### src/rtl/fifo_arb_defs.sv
// fifo_arb_defs: definitions shared by the drain arbiter, its handshake
// interface and the rotating picker.
//   arb_state_t : arbiter FSM encoding (IDLE=0, ACTIVE=1, STALL=2)
//   NUM_PORTS   : number of upstream FIFOs sharing the downstream FIFO
//   GRANT_WIDTH : width of a port index
package fifo_arb_defs;

    localparam int NUM_PORTS   = 4;
    localparam int GRANT_WIDTH = 2;

    typedef enum logic [1:0] {
        IDLE   = 2'd0,
        ACTIVE = 2'd1,
        STALL  = 2'd2
    } arb_state_t;

    typedef logic [GRANT_WIDTH-1:0] grant_t;

endpackage

### src/rtl/fifo_drain_arbiter_if.sv
// fifo_drain_arbiter_if: FIFO-side signals of the drain arbiter.
//   up_empty/up_afull/up_data : buf_empty, almost_full, buf_out of upstream FIFO i
//   up_rd_en                  : rd_en to upstream FIFO i (one-hot or zero)
//   dn_afull/dn_full          : almost_full / buf_full of the downstream FIFO
//   dn_data/dn_wr_en          : buf_in / wr_en of the downstream FIFO
// master = arbiter side, slave = FIFO side.
interface fifo_drain_arbiter_if #(
    parameter int DATA_WIDTH = 4
);
    import fifo_arb_defs::*;

    logic [NUM_PORTS-1:0]            up_empty;
    logic [NUM_PORTS-1:0]            up_afull;
    logic [NUM_PORTS*DATA_WIDTH-1:0] up_data;
    logic [NUM_PORTS-1:0]            up_rd_en;
    logic                            dn_afull;
    logic                            dn_full;
    logic [DATA_WIDTH-1:0]           dn_data;
    logic                            dn_wr_en;

    modport master (
        input  up_empty, up_afull, up_data, dn_afull, dn_full,
        output up_rd_en, dn_data, dn_wr_en
    );

    modport slave (
        output up_empty, up_afull, up_data, dn_afull, dn_full,
        input  up_rd_en, dn_data, dn_wr_en
    );

endinterface

### src/rtl/fifo_drain_arbiter_rr_pick4.sv
// rr_pick4: combinational 4-way rotating first-one finder.
//   req   : request vector
//   start : index where the search begins; it wraps, so start-1 is tried last
//   found : some request bit is set
//   idx   : first requesting index at or after start
module rr_pick4 (
    input  logic [3:0] req,
    input  logic [1:0] start,
    output logic       found,
    output logic [1:0] idx
);

    always_comb begin
        found = 1'b0;
        idx   = start;
        for (int unsigned k = 0; k < 4; k++) begin
            if (!found && req[start + 2'(k)]) begin
                found = 1'b1;
                idx   = start + 2'(k);
            end
        end
    end

endmodule

### src/rtl/fifo_drain_arbiter.sv
// fifo_drain_arbiter: round-robin drain of four upstream fifo16 instances into
// one downstream fifo16, with almost-full priority and a burst limit.
//   clk, rst   : clock; asynchronous active-low reset
//   enable     : low stops new arbitration (the in-flight word is still written)
//   bus        : upstream flags/data/rd_en and downstream flags/data/wr_en
//   grant      : index of the FIFO currently holding the grant
//   state      : FSM state (IDLE=0, ACTIVE=1, STALL=2)
//   xfer_count : words written downstream since reset, wrapping
module fifo_drain_arbiter
    import fifo_arb_defs::*;
#(
    parameter int DATA_WIDTH = 4,
    parameter int BURST      = 4,
    parameter int CNT_WIDTH  = 8
) (
    input  logic                   clk,
    input  logic                   rst,
    input  logic                   enable,
    fifo_drain_arbiter_if.master   bus,
    output logic [GRANT_WIDTH-1:0] grant,
    output logic [1:0]             state,
    output logic [CNT_WIDTH-1:0]   xfer_count
);

    localparam logic [3:0] BURST_MAX = 4'(BURST);

    arb_state_t           st;
    grant_t               grant_q, sel_d, start, af_idx, ne_idx, next_grant;
    logic [3:0]           burst_cnt, burst_next;
    logic [NUM_PORTS-1:0] nonempty, grant_oh;
    logic                 af_found, ne_found, any_ne, dn_block;
    logic                 pop, other_afull, rotate, wr_q;

    assign nonempty = ~bus.up_empty;
    assign any_ne   = |nonempty;
    assign dn_block = bus.dn_afull | bus.dn_full;
    assign start    = grant_q + 2'd1;
    assign grant_oh = 4'b0001 << grant_q;

    // Pop decision uses the live flags, so a FIFO that just went empty is
    // never read again in the following cycle.
    assign pop = (st == ACTIVE) & ~bus.up_empty[grant_q] & ~dn_block;

    rr_pick4 u_pick_afull (
        .req   (bus.up_afull),
        .start (start),
        .found (af_found),
        .idx   (af_idx)
    );

    rr_pick4 u_pick_nonempty (
        .req   (nonempty),
        .start (start),
        .found (ne_found),
        .idx   (ne_idx)
    );

    // The search wraps back to the holder last, so "no other candidate"
    // leaves the grant unchanged while still restarting the burst.
    assign next_grant  = af_found ? af_idx : (ne_found ? ne_idx : grant_q);
    assign other_afull = (|(bus.up_afull & ~grant_oh)) & ~bus.up_afull[grant_q];
    assign burst_next  = burst_cnt + 4'(pop);
    assign rotate      = (burst_next >= BURST_MAX) | bus.up_empty[grant_q] | other_afull;

    always_ff @(posedge clk or negedge rst) begin
        if (!rst) begin
            st        <= IDLE;
            grant_q   <= '1;
            burst_cnt <= '0;
        end else begin
            case (st)
                IDLE: begin
                    if (enable && any_ne) begin
                        st        <= ACTIVE;
                        grant_q   <= next_grant;
                        burst_cnt <= '0;
                    end
                end
                ACTIVE: begin
                    if (!enable || !any_ne) begin
                        st <= IDLE;
                    end else if (dn_block) begin
                        st <= STALL;
                    end else if (rotate) begin
                        grant_q   <= next_grant;
                        burst_cnt <= '0;
                    end else begin
                        burst_cnt <= burst_next;
                    end
                end
                STALL: begin
                    if (!enable || !any_ne) begin
                        st <= IDLE;
                    end else if (!dn_block) begin
                        st        <= ACTIVE;
                        grant_q   <= next_grant;
                        burst_cnt <= '0;
                    end
                end
                default: st <= IDLE;
            endcase
        end
    end

    // Output stage: the popped word appears on the upstream buf_out one
    // cycle after rd_en, so the source index is delayed alongside wr_en.
    always_ff @(posedge clk or negedge rst) begin
        if (!rst) begin
            wr_q       <= 1'b0;
            sel_d      <= '0;
            xfer_count <= '0;
        end else begin
            wr_q  <= pop;
            sel_d <= grant_q;
            if (wr_q) begin
                xfer_count <= xfer_count + CNT_WIDTH'(1);
            end
        end
    end

    assign bus.up_rd_en = pop ? grant_oh : '0;
    assign bus.dn_wr_en = wr_q;
    assign bus.dn_data  = wr_q ? bus.up_data[int'(sel_d)*DATA_WIDTH +: DATA_WIDTH] : '0;

    assign grant = grant_q;
    assign state = st;

endmodule

### src/flat_wrapper.sv
// flat-port wrapper written by rule: the top's interface ports become plain ports
module fifo_drain_arbiter_flat import fifo_arb_defs::*;
#(
    parameter int DATA_WIDTH = 4,
    parameter int BURST      = 4,
    parameter int CNT_WIDTH  = 8
)
  (clk, rst, enable, grant, state, xfer_count, bus_up_empty, bus_up_afull, bus_up_data, bus_dn_afull, bus_dn_full, bus_up_rd_en, bus_dn_data, bus_dn_wr_en);
  fifo_drain_arbiter_if #(.DATA_WIDTH(DATA_WIDTH)) bus_i ();
  input  logic clk;
  input  logic rst;
  input  logic enable;
  output logic [GRANT_WIDTH-1:0] grant;
  output logic [1:0] state;
  output logic [CNT_WIDTH-1:0] xfer_count;
  input wire logic [$bits(bus_i.up_empty)-1:0] bus_up_empty;
  input wire logic [$bits(bus_i.up_afull)-1:0] bus_up_afull;
  input wire logic [$bits(bus_i.up_data)-1:0] bus_up_data;
  input wire logic [$bits(bus_i.dn_afull)-1:0] bus_dn_afull;
  input wire logic [$bits(bus_i.dn_full)-1:0] bus_dn_full;
  output wire logic [$bits(bus_i.up_rd_en)-1:0] bus_up_rd_en;
  output wire logic [$bits(bus_i.dn_data)-1:0] bus_dn_data;
  output wire logic [$bits(bus_i.dn_wr_en)-1:0] bus_dn_wr_en;
  assign bus_i.up_empty = bus_up_empty;
  assign bus_i.up_afull = bus_up_afull;
  assign bus_i.up_data = bus_up_data;
  assign bus_i.dn_afull = bus_dn_afull;
  assign bus_i.dn_full = bus_dn_full;
  assign bus_up_rd_en = bus_i.up_rd_en;
  assign bus_dn_data = bus_i.dn_data;
  assign bus_dn_wr_en = bus_i.dn_wr_en;
  fifo_drain_arbiter #(.DATA_WIDTH(DATA_WIDTH), .BURST(BURST), .CNT_WIDTH(CNT_WIDTH)) u_core (.clk(clk), .rst(rst), .enable(enable), .bus(bus_i), .grant(grant), .state(state), .xfer_count(xfer_count));
endmodule
### config.mk
export PLATFORM = sky130hd
export DESIGN_NAME = fifo_drain_arbiter_flat
export DESIGN_NICKNAME = d
export VERILOG_FILES = /design/src/rtl/fifo_arb_defs.sv /design/src/rtl/fifo_drain_arbiter_if.sv /design/src/rtl/fifo_drain_arbiter_rr_pick4.sv /design/src/rtl/fifo_drain_arbiter.sv /design/src/flat_wrapper.sv
export SDC_FILE = /design/constraint.sdc
export NUM_CORES = 1
export LEC_CHECK = 0
export ABC_AREA = 1
export CORE_MARGIN = 1
export CORE_UTILIZATION = 33
export DETAILED_ROUTE_END_ITERATION = 6
export SKIP_LAST_GASP = 1
export SLEW_MARGIN = 30
export SYNTH_ARGS = -nofsm -noshare
export SYNTH_HDL_FRONTEND = slang
export SYNTH_SLANG_ARGS = --single-unit
### constraint.sdc
create_clock -name clk -period 2.3 [get_ports clk]
set_input_delay 0.575 -clock clk [delete_from_list [all_inputs] [get_ports clk]]
set_output_delay 0.575 -clock clk [all_outputs]
set_load 0.01 [all_outputs]
==> impl_metrics.csv <==
group,metric,value,unit
run_status,status,"finished, violations left",
run_status,violations,"DRC, setup timing",
die,fp-row-count,24,
critical_path,cp-start-kind,"flop",
critical_path,cp.required,1730,ps
logic_synthesis,synthesis.area,1570,sq um
critical_path,cp_common_cell,"nand2_4",
critical_path,path_buf_inv,3,
critical_path,worst_setup_path_end_kind,"output pin",
timing,finalCritPeriodShare,1.01,
grt,antenna_found_initial,0,
place,gp_congestion,0.802,
critical_path,crit_fanout,5,
critical_path,critical_path.endpoint,"bus_up_rd_en[1]",
run,drv_cap,0,
finish,fin_area,2490,sq um
timing,relSlewSlack,0.709,
logic_synthesis,syn_area_per_cell,6.27,sq um
min_path,hp-class,"reg -> reg",
die,ioPinCount,50,
clock_tree,cts_root_buf,"clkbuf_8",
die,die_h,70.9,um
clock_tree,path_clk_slew,70,ps
critical_path,reg2regPathDepth,18,
clock_tree,htree_levels,1,
clock_tree,hold_buffers,0,
pwr,power,0.00254,W
logic_synthesis,yosysSeqAreaShare,0.305,
logic_synthesis,post_synth_num_cell_types,24,
critical_path,worstSetupPathType,"reg -> out",
timing,finalHoldViolations,0,
routing,route.detailed.drc,14,
routing,wl,4220,um
routing,first_iter_violations,54,
timing,finalCriticalPeriod,2320,ps
pwr,ir_worst_vdd,0.576,mV
finish,antenna_cells,0,
die,die_x,70.9,um
routing,detail-route-antenna-nets,0,
pwr,p_leak,1.25,nW
grt,grt.total_usage,0.166,
critical_path,worst-r2r-setup-slack,20,ps
critical_path,slowest_stage,"dfstp_2",
place,dp_hpwl,3110,um
timing,clock.fmax,431,MHz
critical_path,regToRegStartpoint,"u_core.grant[0]",
timing,drv_slew,0,
routing,wire_per_inst,11.2,um
finish,flow.area_growth_from_synthesis,58.9,%
routing,vias_per_cell,4.70,
timing,worst_pin_slew,435,ps
clock_tree,clk_latency,250,ps
timing,finalSetupViolations,2,
die,initial_core_util,0.352,
logic_synthesis,synthCells,250,
routing,vias,1772,
timing,skew,2.85,ps
finish,drive_gt1_frac,0.228,
finish,final_cells,377,
timing,rsz0062_at_grt,"true",
pwr,power_density,1020,nW/um^2
critical_path,crit_family,"flip-flops",
finish,layout.nets,362,
logic_synthesis,yosysWarnings,0,
place,place_inst,362,
clock_tree,cts.path.max_buffers,2,
logic_synthesis,ys_ff_latch,19,
place,post_dp_cell_area,2220,sq um
critical_path,r2r-end,"u_core.grant[0]",
place,portBuffers,49,
die,core,4440,sq um
timing,setup_ws,-19.6,ps
grt,grt_max_degree,17,
grt,grt-ovfl-total,0,
clock_tree,cts_buffers,3,
grt,grt_pass1_vias,1603,
grt,grt_pass1_wl,6760,um
critical_path,crit_cells,9,
critical_path,crit_chain,"buf_12 > nand2_4 > nand2_4 > nor2_4 > nor2_4 > nand2_4 > buf_6 > nor2_2 > buf_2",
place,pre_cts_ws,-456,ps
die,die_area,5030,sq um
logic_synthesis,syn-num-nets,286,
critical_path,cpPeakStageDelay,610,ps
clock_tree,cts.sinks,19,
clock_tree,tritoncts,"done",
critical_path,crit_start,"u_core.grant[0]",
routing,first_pass_iters,7,
critical_path,cp.arrival,1740,ps
## power by group
group	leakage [nW]	internal [W]	total, W	switching (W)
Clock	0.0255	0.000120	0.000229	0.000109
Sequential	0.249	0.000411	0.000501	0.0000900
Combinational	0.977	0.000751	0.00181	0.00106
## metrics by stage
step / hold WS, ps / setup TNS [ps] / util
2_1_floorplan: 279 / 0 / -
3_3_place_gp: 461 / -4190 / 0.500
3_5_place_dp: 465 / -4360 / 0.500
4_1_cts: 478 / -85.7 / 0.528
5_1_grt: 496 / -592 / 0.560
6_report: 472 / -20.5 / 0.560
## kinds of logic after synthesis
kind of cell | after synthesis | synth area share
fa+ha+maj | 7 | 0.0559
flops | 19 | 0.305
buf+inv | 33 | 0.0894
xor+xnor | 8 | 0.0447
simple gates | 159 | 0.424
compound gates | 24 | 0.0807
## layout make-up
type                       instances  area (sq um)
timing repair buffer              76           693
sequential                        19           478
fill                             444          1950
multi-input combinational        198          1090
inverter                          28           113
clock inverter                     1          5.00
tap                               52          65.1
clock buffer                       3          41.3
## cells in the final DEF (no fill, tap or decap), types with 3 or more instances in the layout
master,n
o21ai_0,12
dfrtp_1,17
clkdlybuf4s50_1,37
clkbuf_8,3
nand2_1,79
buf_4,24
nor2_1,27
xor2_1,6
nand3_1,18
nand2_2,9
o21ai_1,5
nand2_4,7
inv_4,3
dlygate4sd2_1,6
inv_1,24
nor2_4,4
nor2_2,5
buf_6,4
a21oi_1,4
ha_1,4
nand4_1,6
## worst register-to-register path: cells and delay by family (launching register included)
kind	cells	cell delay [ps]
AND/OR/NAND/NOR	12	890
flip-flops	1	610
adder cells (fa/ha/maj)	2	320
buffers and inverters	3	220
XOR/XNOR	1	170
## synthesized netlist by cell type
cell      count  area (sq um)
dfstp_2       2          52.6
nand3b_1      1          7.51
o21ai_1       3          15.0
nor2_2        3          18.8
xor2_1        7          61.3
inv_2         2          7.51
nand4_1       6          37.5
dfrtp_1      17           425
clkbuf_1      1          3.75
buf_4         2          15.0
o21ai_0      15          75.1
nor3_1        2          10.0
ha_1          7          87.6
xnor2_1       1          8.76
o21a_1        1          7.51
nand2_1      89           334
nor2_1       33           124
nand2_2       6          37.5
a21oi_1       4          20.0
buf_6         1          11.3
buf_2         1          5.00
nand3_1      19          95.1
inv_1        26          97.6
a21oi_2       1          8.76
## routing by layer
layer  GRT usage  share of wire
met1       0.205           0.43
met2       0.300           0.50
met3      0.0242          0.054
met4      0.0467          0.015
met5           0              0
## how the worst min path moves through the flow
stage,start,end,slack [ps],cells after the start
6_report,u_core.xfer_count[7],u_core.xfer_count[7],470,1
5_1_grt,u_core.xfer_count[7],u_core.xfer_count[7],500,1
4_1_cts,u_core.xfer_count[7],u_core.xfer_count[7],480,1
3_5_place_dp,u_core.xfer_count[7],u_core.xfer_count[7],470,1
3_3_place_gp,u_core.xfer_count[7],u_core.xfer_count[7],460,1
2_1_floorplan,rst,u_core.burst_cnt[0],280,0
## state kept, by name, summed over array words and instances (netlist names)
| signal | cells |
|---|---|
| u_core.xfer_count | 8 |
| u_core.burst_cnt | 4 |
| u_core.grant | 2 |
| u_core.sel_d | 2 |
| u_core.state | 2 |
| u_core.bus.dn_wr_en | 1 |
## timing repair
action / 4_1_cts / 5_1_grt
setup buffers: 10 / 2
pin swaps: 6 / 10
endpoints found under the setup margin: 12 / 11
resized for setup: 32 / 41
No activity file was read; power rests on OpenSTA's default activity.
